===== src/rtl/wfifo_write_arbiter_if.sv =====
// wfifo_write_arbiter_if
//   Bundles the requester valid/ready/data bus and the FIFO write port of
//   the write-domain arbiter.
//   Ports (signals):
//     req_valid  [NUM_REQ]             per-requester word valid
//     req_data   [NUM_REQ*DATA_WIDTH]  requester i at [i*DATA_WIDTH +: DATA_WIDTH]
//     req_ready  [NUM_REQ]             per-requester accept
//     full                             FIFO full flag (wclk domain)
//     w_en                             FIFO write enable
//     wdata      [DATA_WIDTH]          FIFO write data
//     grant_id   [$clog2(NUM_REQ)]     current winner index, 0 if none
//     busy                             burst lock held
//   Modports: master = arbiter side, slave = requesters/FIFO side.
interface wfifo_write_arbiter_if #(
  parameter int NUM_REQ    = 4,
  parameter int DATA_WIDTH = 8
);
  logic [NUM_REQ-1:0]            req_valid;
  logic [NUM_REQ*DATA_WIDTH-1:0] req_data;
  logic [NUM_REQ-1:0]            req_ready;
  logic                          full;
  logic                          w_en;
  logic [DATA_WIDTH-1:0]         wdata;
  logic [$clog2(NUM_REQ)-1:0]    grant_id;
  logic                          busy;

  modport master (
    input  req_valid, req_data, full,
    output req_ready, w_en, wdata, grant_id, busy
  );

  modport slave (
    output req_valid, req_data, full,
    input  req_ready, w_en, wdata, grant_id, busy
  );
endinterface


===== src/rtl/wfifo_write_arbiter.sv =====
// wfifo_write_arbiter
//   Round-robin arbiter sharing the async FIFO write port among NUM_REQ
//   requesters. Every write is gated by the FIFO full flag, so a word is
//   only accepted (req_ready/w_en) when it can actually be written.
//   Optional burst lock (macro WFIFO_ARB_BURST_LOCK_EN, MAX_BURST > 1):
//   the first accepted requester keeps the port for up to MAX_BURST words.
//   Ports:
//     wclk  write-domain clock
//     wrst  synchronous active-high reset
//     bus   wfifo_write_arbiter_if.master (req_valid/req_data/req_ready,
//           full, w_en, wdata, grant_id, busy)
module wfifo_write_arbiter #(
  parameter int NUM_REQ    = 4,
  parameter int DATA_WIDTH = 8,
  parameter int MAX_BURST  = 4
) (
  input  logic                 wclk,
  input  logic                 wrst,
  wfifo_write_arbiter_if.master bus
);
  localparam int unsigned NR  = NUM_REQ;
  localparam int unsigned IDW = $clog2(NUM_REQ);

`ifdef WFIFO_ARB_BURST_LOCK_EN
  localparam bit BURST_EN = (MAX_BURST > 1);
`else
  localparam bit BURST_EN = 1'b0;
`endif

  typedef enum logic {IDLE, BURST} state_t;

  state_t         state, state_nxt;
  logic [IDW-1:0] rr_ptr, rr_ptr_nxt;
  logic [IDW-1:0] owner, owner_nxt;
  logic [7:0]     beat_cnt, beat_cnt_nxt;
  logic [IDW-1:0] winner;
  logic           has_winner;
  logic           xfer;
  logic           burst_done;

  // Cyclic successor; NUM_REQ need not be a power of two.
  function automatic logic [IDW-1:0] next_idx(input logic [IDW-1:0] i);
    if (32'(i) == NR - 1) return '0;
    return i + 1'b1;
  endfunction

  // Winner selection: locked owner in BURST, cyclic scan from rr_ptr in IDLE.
  always_comb begin
    int unsigned    idx;
    logic [IDW-1:0] idx_w;
    has_winner = 1'b0;
    winner     = '0;
    idx        = 0;
    idx_w      = '0;
    if (BURST_EN && state == BURST) begin
      has_winner = bus.req_valid[owner];
      winner     = owner;
    end else begin
      for (int unsigned k = 0; k < NR; k++) begin
        idx   = (32'(rr_ptr) + k) % NR;
        idx_w = IDW'(idx);
        if (!has_winner && bus.req_valid[idx_w]) begin
          has_winner = 1'b1;
          winner     = idx_w;
        end
      end
    end
  end

  assign xfer       = has_winner && !bus.full;
  assign burst_done = ({1'b0, beat_cnt} + 9'd1) == 9'(MAX_BURST);

  // Next state and outputs.
  always_comb begin
    state_nxt     = state;
    rr_ptr_nxt    = rr_ptr;
    owner_nxt     = owner;
    beat_cnt_nxt  = beat_cnt;
    bus.req_ready = '0;
    bus.w_en      = 1'b0;
    bus.wdata     = '0;
    bus.grant_id  = '0;
    bus.busy      = 1'b0;

    case (state)
      IDLE: begin
        if (xfer) begin
          if (BURST_EN) begin
            // Pointer moves only when the burst ends.
            state_nxt    = BURST;
            owner_nxt    = winner;
            beat_cnt_nxt = 8'd1;
          end else begin
            rr_ptr_nxt = next_idx(winner);
          end
        end
      end
      BURST: begin
        // full freezes the lock entirely, including an owner valid drop.
        if (!bus.full) begin
          if (!bus.req_valid[owner]) begin
            state_nxt  = IDLE;
            rr_ptr_nxt = next_idx(owner);
          end else begin
            beat_cnt_nxt = beat_cnt + 8'd1;
            if (burst_done) begin
              state_nxt  = IDLE;
              rr_ptr_nxt = next_idx(owner);
            end
          end
        end
      end
      default: state_nxt = IDLE;
    endcase

    if (!wrst) begin
      bus.busy = BURST_EN && (state == BURST);
      if (has_winner) begin
        bus.grant_id          = winner;
        bus.req_ready[winner] = !bus.full;
        bus.w_en              = !bus.full;
        for (int unsigned k = 0; k < NR; k++) begin
          if (32'(winner) == k) bus.wdata = bus.req_data[k*DATA_WIDTH +: DATA_WIDTH];
        end
      end
    end
  end

  always_ff @(posedge wclk) begin
    if (wrst) begin
      state    <= IDLE;
      rr_ptr   <= '0;
      owner    <= '0;
      beat_cnt <= '0;
    end else begin
      state    <= state_nxt;
      rr_ptr   <= rr_ptr_nxt;
      owner    <= owner_nxt;
      beat_cnt <= beat_cnt_nxt;
    end
  end
endmodule

===== src/flat_wrapper.sv =====
// flat-port wrapper written by rule: the top's interface ports become plain ports
module wfifo_write_arbiter_flat 
#(
  parameter int NUM_REQ    = 4,
  parameter int DATA_WIDTH = 8,
  parameter int MAX_BURST  = 4
)
  (wclk, wrst, bus_req_valid, bus_req_data, bus_full, bus_req_ready, bus_w_en, bus_wdata, bus_grant_id, bus_busy);
  wfifo_write_arbiter_if #(.NUM_REQ(NUM_REQ), .DATA_WIDTH(DATA_WIDTH)) bus_i ();
  input  logic wclk;
  input  logic wrst;
  input wire logic [$bits(bus_i.req_valid)-1:0] bus_req_valid;
  input wire logic [$bits(bus_i.req_data)-1:0] bus_req_data;
  input wire logic [$bits(bus_i.full)-1:0] bus_full;
  output wire logic [$bits(bus_i.req_ready)-1:0] bus_req_ready;
  output wire logic [$bits(bus_i.w_en)-1:0] bus_w_en;
  output wire logic [$bits(bus_i.wdata)-1:0] bus_wdata;
  output wire logic [$bits(bus_i.grant_id)-1:0] bus_grant_id;
  output wire logic [$bits(bus_i.busy)-1:0] bus_busy;
  assign bus_i.req_valid = bus_req_valid;
  assign bus_i.req_data = bus_req_data;
  assign bus_i.full = bus_full;
  assign bus_req_ready = bus_i.req_ready;
  assign bus_w_en = bus_i.w_en;
  assign bus_wdata = bus_i.wdata;
  assign bus_grant_id = bus_i.grant_id;
  assign bus_busy = bus_i.busy;
  wfifo_write_arbiter #(.NUM_REQ(NUM_REQ), .DATA_WIDTH(DATA_WIDTH), .MAX_BURST(MAX_BURST)) u_core (.wclk(wclk), .wrst(wrst), .bus(bus_i));
endmodule

===== config.mk =====
export PLATFORM = sky130hd
export DESIGN_NAME = wfifo_write_arbiter_flat
export DESIGN_NICKNAME = d
export VERILOG_FILES = /design/src/rtl/wfifo_write_arbiter_if.sv /design/src/rtl/wfifo_write_arbiter.sv /design/src/flat_wrapper.sv
export SDC_FILE = /design/constraint.sdc
export NUM_CORES = 1
export LEC_CHECK = 0
export ABC_AREA = 1
export CAP_MARGIN = 25
export CORE_MARGIN = 5
export CORE_UTILIZATION = 30
export CTS_CLUSTER_SIZE = 10
export DETAILED_ROUTE_END_ITERATION = 8
export SETUP_SLACK_MARGIN = 0.15
export SLEW_MARGIN = 20
export SYNTH_ARGS = -nofsm -noshare
export SYNTH_HDL_FRONTEND = slang
export SYNTH_SLANG_ARGS = --single-unit

===== constraint.sdc =====
create_clock -name wclk -period 2.4 [get_ports wclk]
set_input_delay 0.24 -clock wclk [delete_from_list [all_inputs] [get_ports wclk]]
set_output_delay 0.24 -clock wclk [all_outputs]
set_load 0.02 [all_outputs]

==> metrics, run 1 <==
RSZ-0062 raised after global routing yes; first-pass GRT wire length 6360 um; layout cells sized above 1 36.0%; DIE AREA 0.00540 sq mm; Setup Viol. Count Final 10; # diodes 0; Worst Path Arrival 2420 ps; worst vdd ir 0.639 mV; # IOs 55; outcome finished, violations left; Nets 342; Root Buffer clkbuf_8; Max stage delay on crit path 430 ps; Mapped Avg Cell Area 5.71 sq um; Pwr Total 3.17 mW; area leader, netlist dfxtp_1; Final Max Slew Viols 0; post-synthesis sequential area ratio 18.2%; Syn Inst Count 212; # hold bufs at CTS 0; synth top area cells dfxtp_1 (18%), nand2_1 (16%), inv_1 (10%); CTS tree done; Final Cell Area 0.00224 sq mm; largest delay contributor family on the critical path simple AND/OR/NAND/NOR gates; CP Capture Type output pin; worst setup path class flip-flop to output pin; CTS Buf Count 3; post-route setup slack -259 ps; die width 73.5 um; Site Rows 23; routed wire length 4020 um; Req. time, crit path 2160 ps; largest net degree at the start of global routing 14; area added between synthesis and finish 85.1%; core area 0.00394 sq mm; period utilization 111%; Final GP Congestion 0.870; failing checks setup timing; share of the synthesized area in the top cell type 18.2%; DRC violations left 0; Synth Warn # 0; clock slew at reported path FFs 50 ps; CP startpoint kind flip-flop; hold slack 482 ps; Max Freq 376 MHz; post-synthesis net count 256; via count 1615; Detailed Routing Iterations Pass 1 4; Final ANT Viol Nets 0; Total GRT Usage 14.7%; I/O Buffers 53; DR WL/cell 11.6 um; CP Cell Sequence inv_8, nand2_4, nand2_4, nand2_2, nand2_4, nor3_4, nand3_1, nand4_1, nand2_2, ha_2, nand2_2, clkinv_4, a22oi_1, o21ai_1, o21ai_1, nor2_2, buf_4; Starting DRT DRC Count 30; number of global-route vias before repair 1481; Clock Sinks 11; synthesized area 0.00121 sq mm; fin crit period 2660 ps; hold crit path type flip-flop to flip-flop; GRT overflow 0; Initial Util 30.7%; Die Ht 73.5 um; Final Hold Fails 0; HPWL after DPL 3050 um; Power Density 1410 mW/mm^2; post-place setup slack -912 ps; LEAKAGE 1.05 nW; htree depth 1; synthesis-stage register bit count 11; Clock Skews 3.69 ps; Max-Cap Viols 0; crit path max fanout 8; Critical path buffers and inverters 3; via-per-instance ratio 4.65; CP max stage cell dfxtp_4; initial antenna violation count 0; Netlist cell types 26; CTS Buffer Depth 2; worst skew pair latency 240 ps; Area after DPL 0.00200 sq mm
[per-stage QoR]
step / utilization, % / cells / TNS, ps
after floorplan: - / 212 / -292
after global placement: 50.7 / 334 / -8910
after detailed placement: 50.7 / 334 / -9560
after CTS: 55.0 / 346 / -1580
after global routing: 56.8 / 347 / -4160
final: 56.8 / 347 / -2100
[what timing repair did]
| action | in CTS | in global routing |
|---|---|---|
| endpoints found under the hold margin | 0 | 0 |
| endpoints found under the setup margin | 15 | 14 |
| gates cloned | 1 | 0 |
| setup buffers | 7 | 1 |
| resized for setup | 102 | 24 |
| pin swaps | 18 | 8 |
[area by class of cell]
class / instances / area (sq um)
timing repair buffer: 86 / 751
inverter: 35 / 154
clock buffer: 4 / 45.0
tap: 50 / 62.6
fill: 361 / 1700
multi-input combinational: 160 / 993
timing repair inverter: 1 / 6.26
sequential: 11 / 228
[synth_stat cells]
master and instances:
dfxtp_1 11, o21bai_1 1, buf_4 1, nand4_1 5, a31oi_1 1, o21ai_0 18, nor2_2 1, a21oi_1 13
a211oi_2 3, o21ai_1 1, inv_1 33, inv_2 1, nor3_1 3, conb_1 1, nor3_4 1, o221ai_1 1
buf_6 1, ha_1 5, clkbuf_1 4, inv_4 1, nor2_1 23, a22oi_1 5, nand2_1 50, nand2_2 8
nand3_1 19, nand3_2 1
[worst paths after layout]
kind / startpoint / endpoint / slack (ps) / cells after the start
worst max-delay path: u_core.rr_ptr[0] / bus_wdata[4] / -260 / 17
worst min-delay path: u_core.state / u_core.state / 480 / 2
worst max register to register: u_core.rr_ptr[0] / u_core.rr_ptr[1] / 420 / 15
worst min register to register: u_core.state / u_core.state / 480 / 2
[worst register-to-register path: stages (launching register included)]
cell,delay (ps)
dfxtp_4,430
inv_8,80
nand2_4,70
nand2_4,50
nand2_2,90
nand2_4,70
nor3_4,200
nand3_1,90
nand4_1,100
nand2_2,110
inv_2,110
ha_4,200
nand2_1,60
nand4_1,100
nand2_1,80
nor2_1,40
[layout by cell type (no fill, tap or decap), drive strengths merged]
| master | count |
|---|---|
| clkdlybuf4s50 | 34 |
| ha | 5 |
| nand3 | 20 |
| nand2 | 58 |
| a21oi | 13 |
| a31oi | 1 |
| o21bai | 1 |
| dlygate4sd2 | 4 |
| clkinv | 1 |
| conb | 1 |
| clkbuf | 5 |
| o221ai | 1 |
| nor2 | 24 |
| dfxtp | 11 |
| a211oi | 3 |
| inv | 35 |
| clkdlybuf4s15 | 1 |
| o21ai | 19 |
| buf | 46 |
| a22oi | 5 |
| nor3 | 4 |
| nand4 | 5 |
[layer usage]
metal	GRT usage, %	part of all wire, %	vias to the layer above
met5	0	0	-
met2	26.4	46	44
met3	2.46	7.8	5
met1	17.9	45	709
met4	3.62	0.80	0
li1	-	-	857
[power breakdown]
group          switching [mW]  total [mW]  internal, mW  leakage (nW)
Clock                  0.0684       0.185         0.116        0.0228
Sequential             0.0326       0.237         0.205        0.0903
Combinational            1.47        2.74          1.28         0.936
[logic make-up after synthesis]
| family | count (synthesis) | share of synthesized area [%] |
|---|---|---|
| adders and majority gates | 5 | 5.17 |
| DFF | 11 | 18.2 |
| AOI/OAI and AO/OA | 43 | 21.3 |
| and+or+nand+nor | 111 | 41.2 |
| other | 1 | 0.310 |
| buffers and inverters | 41 | 13.9 |
[flip-flops by register name (all words and copies together) (netlist names)]
signal	flops
u_core.beat_cnt	8
u_core.rr_ptr	2
u_core.state	1
Power figures use the tool's default switching activity.
==> inputs of run 2 (changes only) <==
- CORE_ASPECT_RATIO: default -> 0.6
- GPL_TIMING_DRIVEN: default -> 1
==> metrics, run 2 (synthesis results as in run 1) <==
outcome finished, violations left; failing checks setup timing; period utilization 115%; Max Freq 362 MHz; hold path startpoint u_core.state; Max stage delay on crit path 420 ps; DR WL/cell 12.5 um; worst vdd ir 0.759 mV; Req. time, crit path 2160 ps; Final Max Slew Viols 0; Power Density 1490 mW/mm^2; die width 92.0 um; CP Cell Sequence inv_8, nand2_2, nand2_2, nand2_2, nand2_4, nor3_4, buf_6, nand3_2, nand2_4, ha_2, nand2_4, inv_8, nand2_1, nand2_1, o21ai_2, a211oi_2, buf_4; Final Cell Area 0.00225 sq mm; # IOs 55; I/O Buffers 53; CP max stage cell dfxtp_4; post-place setup slack -1090 ps; Crit. Startpoint u_core.rr_ptr[0]; dpl cells 331; clock slew at reported path FFs 50 ps; Die Ht 59.2 um; fin util 59.4%; layout cells sized above 1 35.8%; WHS Path Cells 2; busiest metal layer after global routing met2; DIE AREA 0.00544 sq mm; CTS Buffer Depth 2; core area 0.00379 sq mm; Starting DRT DRC Count 60; worst setup path class flip-flop to output pin; via count 1617; CP startpoint kind flip-flop; GRT met1 Usage 22.9%; worst skew pair latency 240 ps; first-pass GRT wire length 7040 um; DRC violations left 0; largest net degree at the start of global routing 15; CP Capture Type output pin; # diodes 0; max reg flops 8; Clock Sinks 11; post-route setup slack -361 ps; Total GRT Usage 15.5%; Final ANT Viol Nets 0; crit path max fanout 8; Reg with most FFs u_core.beat_cnt; most frequent cells in the layout buf_4 (42), nand2_1 (37), clkdlybuf4s50_1 (35); HPWL after DPL 3310 um; met3 Track Usage GR 3.30%; LEAKAGE 1.06 nW; Non-Filler Instances 346; met2 global-route usage 23.9%; via-per-instance ratio 4.67; Max-Cap Viols 0; # hold bufs at CTS 0; Nets 344; Worst Path Arrival 2520 ps; CTS Buf Count 3; RSZ-0062 raised after global routing yes; Site Rows 17; number of cells on the worst reg-to-reg path 15; GRT overflow 0; biggest regs u_core.beat_cnt: 8 flops, u_core.rr_ptr: 2 flops, u_core.state: 1 flops; Area after DPL 0.00200 sq mm; area added between synthesis and finish 85.7%; RR Startpoint u_core.rr_ptr[0]; Final GP Congestion 0.818; Initial Util 32.0%; hold crit path type flip-flop to flip-flop; routed wire length 4320 um; Setup Viol. Count Final 13; Root Buffer clkbuf_8; CTS tree done; Final Hold Fails 0; Detailed Routing Iterations Pass 1 4; hold slack 490 ps; Clock Skews 5.10 ps; number of global-route vias before repair 1532; initial antenna violation count 0; htree depth 1; commonest non-fill, non-tap cell in the layout buf_4; fin crit period 2760 ps
==> run 2: cell types whose count changed in the layout (fill, tap and decap cells not counted), sizes merged <==
cell,before,now
buf,46,49
clkdlybuf4s15,1,0
clkdlybuf4s50,34,35
clkinv,1,0
==> run 2: worst max-delay path, delay by kind of cell (launching register included) <==
| family | cells | cell delay, ps |
|---|---|---|
| DFF | 1 | 420 |
| AOI/OAI and AO/OA | 2 | 280 |
| buffers and inverters | 4 | 470 |
| and+or+nand+nor | 10 | 880 |
| adders and majority gates | 1 | 240 |
==> run 2: cell type report <==
type / instances / area [sq um]
timing repair buffer: 89 / 785
sequential: 11 / 225
clock buffer: 4 / 45.0
inverter: 35 / 154
tap: 47 / 58.8
fill: 366 / 1540
multi-input combinational: 160 / 980
==> run 2: final timing paths <==
path | slack, ps | to
hold reg to reg | 490 | u_core.state
hold / removal | 490 | u_core.state
setup reg to reg | 350 | u_core.rr_ptr[1]
setup / recovery | -360 | bus_wdata[1]
==> run 2: power by group <==
group / leakage (nW) / switching, mW / internal (mW)
registers: 0.0900 / 0.0305 / 0.201
clock network: 0.0228 / 0.0686 / 0.117
logic: 0.948 / 1.57 / 1.36
total: 1.06 / 1.67 / 1.67
==> run 2: metal layers <==
layer  share of wire, %  routed length [um]  vias to the layer above
met5                  0                   0                        -
met4                  0                   0                        0
met3                4.6                 199                        0
met2                 43                1860                       35
met1                 52                2260                      713
li1                   -                   -                      869
==> run 2: per-stage QoR <==
stage	TNS, ps	total power, mW
after CTS	-2610	3.11
after floorplan	-292	1.71
after detailed placement	-11490	2.62
after global placement	-10090	2.65
after global routing	-4900	3.63
final	-2990	3.34
==> run 2: what timing repair did <==
item | 4_1_cts | 5_1_grt
resized for setup | 99 | 24
setup endpoints to repair | 15 | 15
pin swaps | 21 | 14
setup buffers | 8 | 3
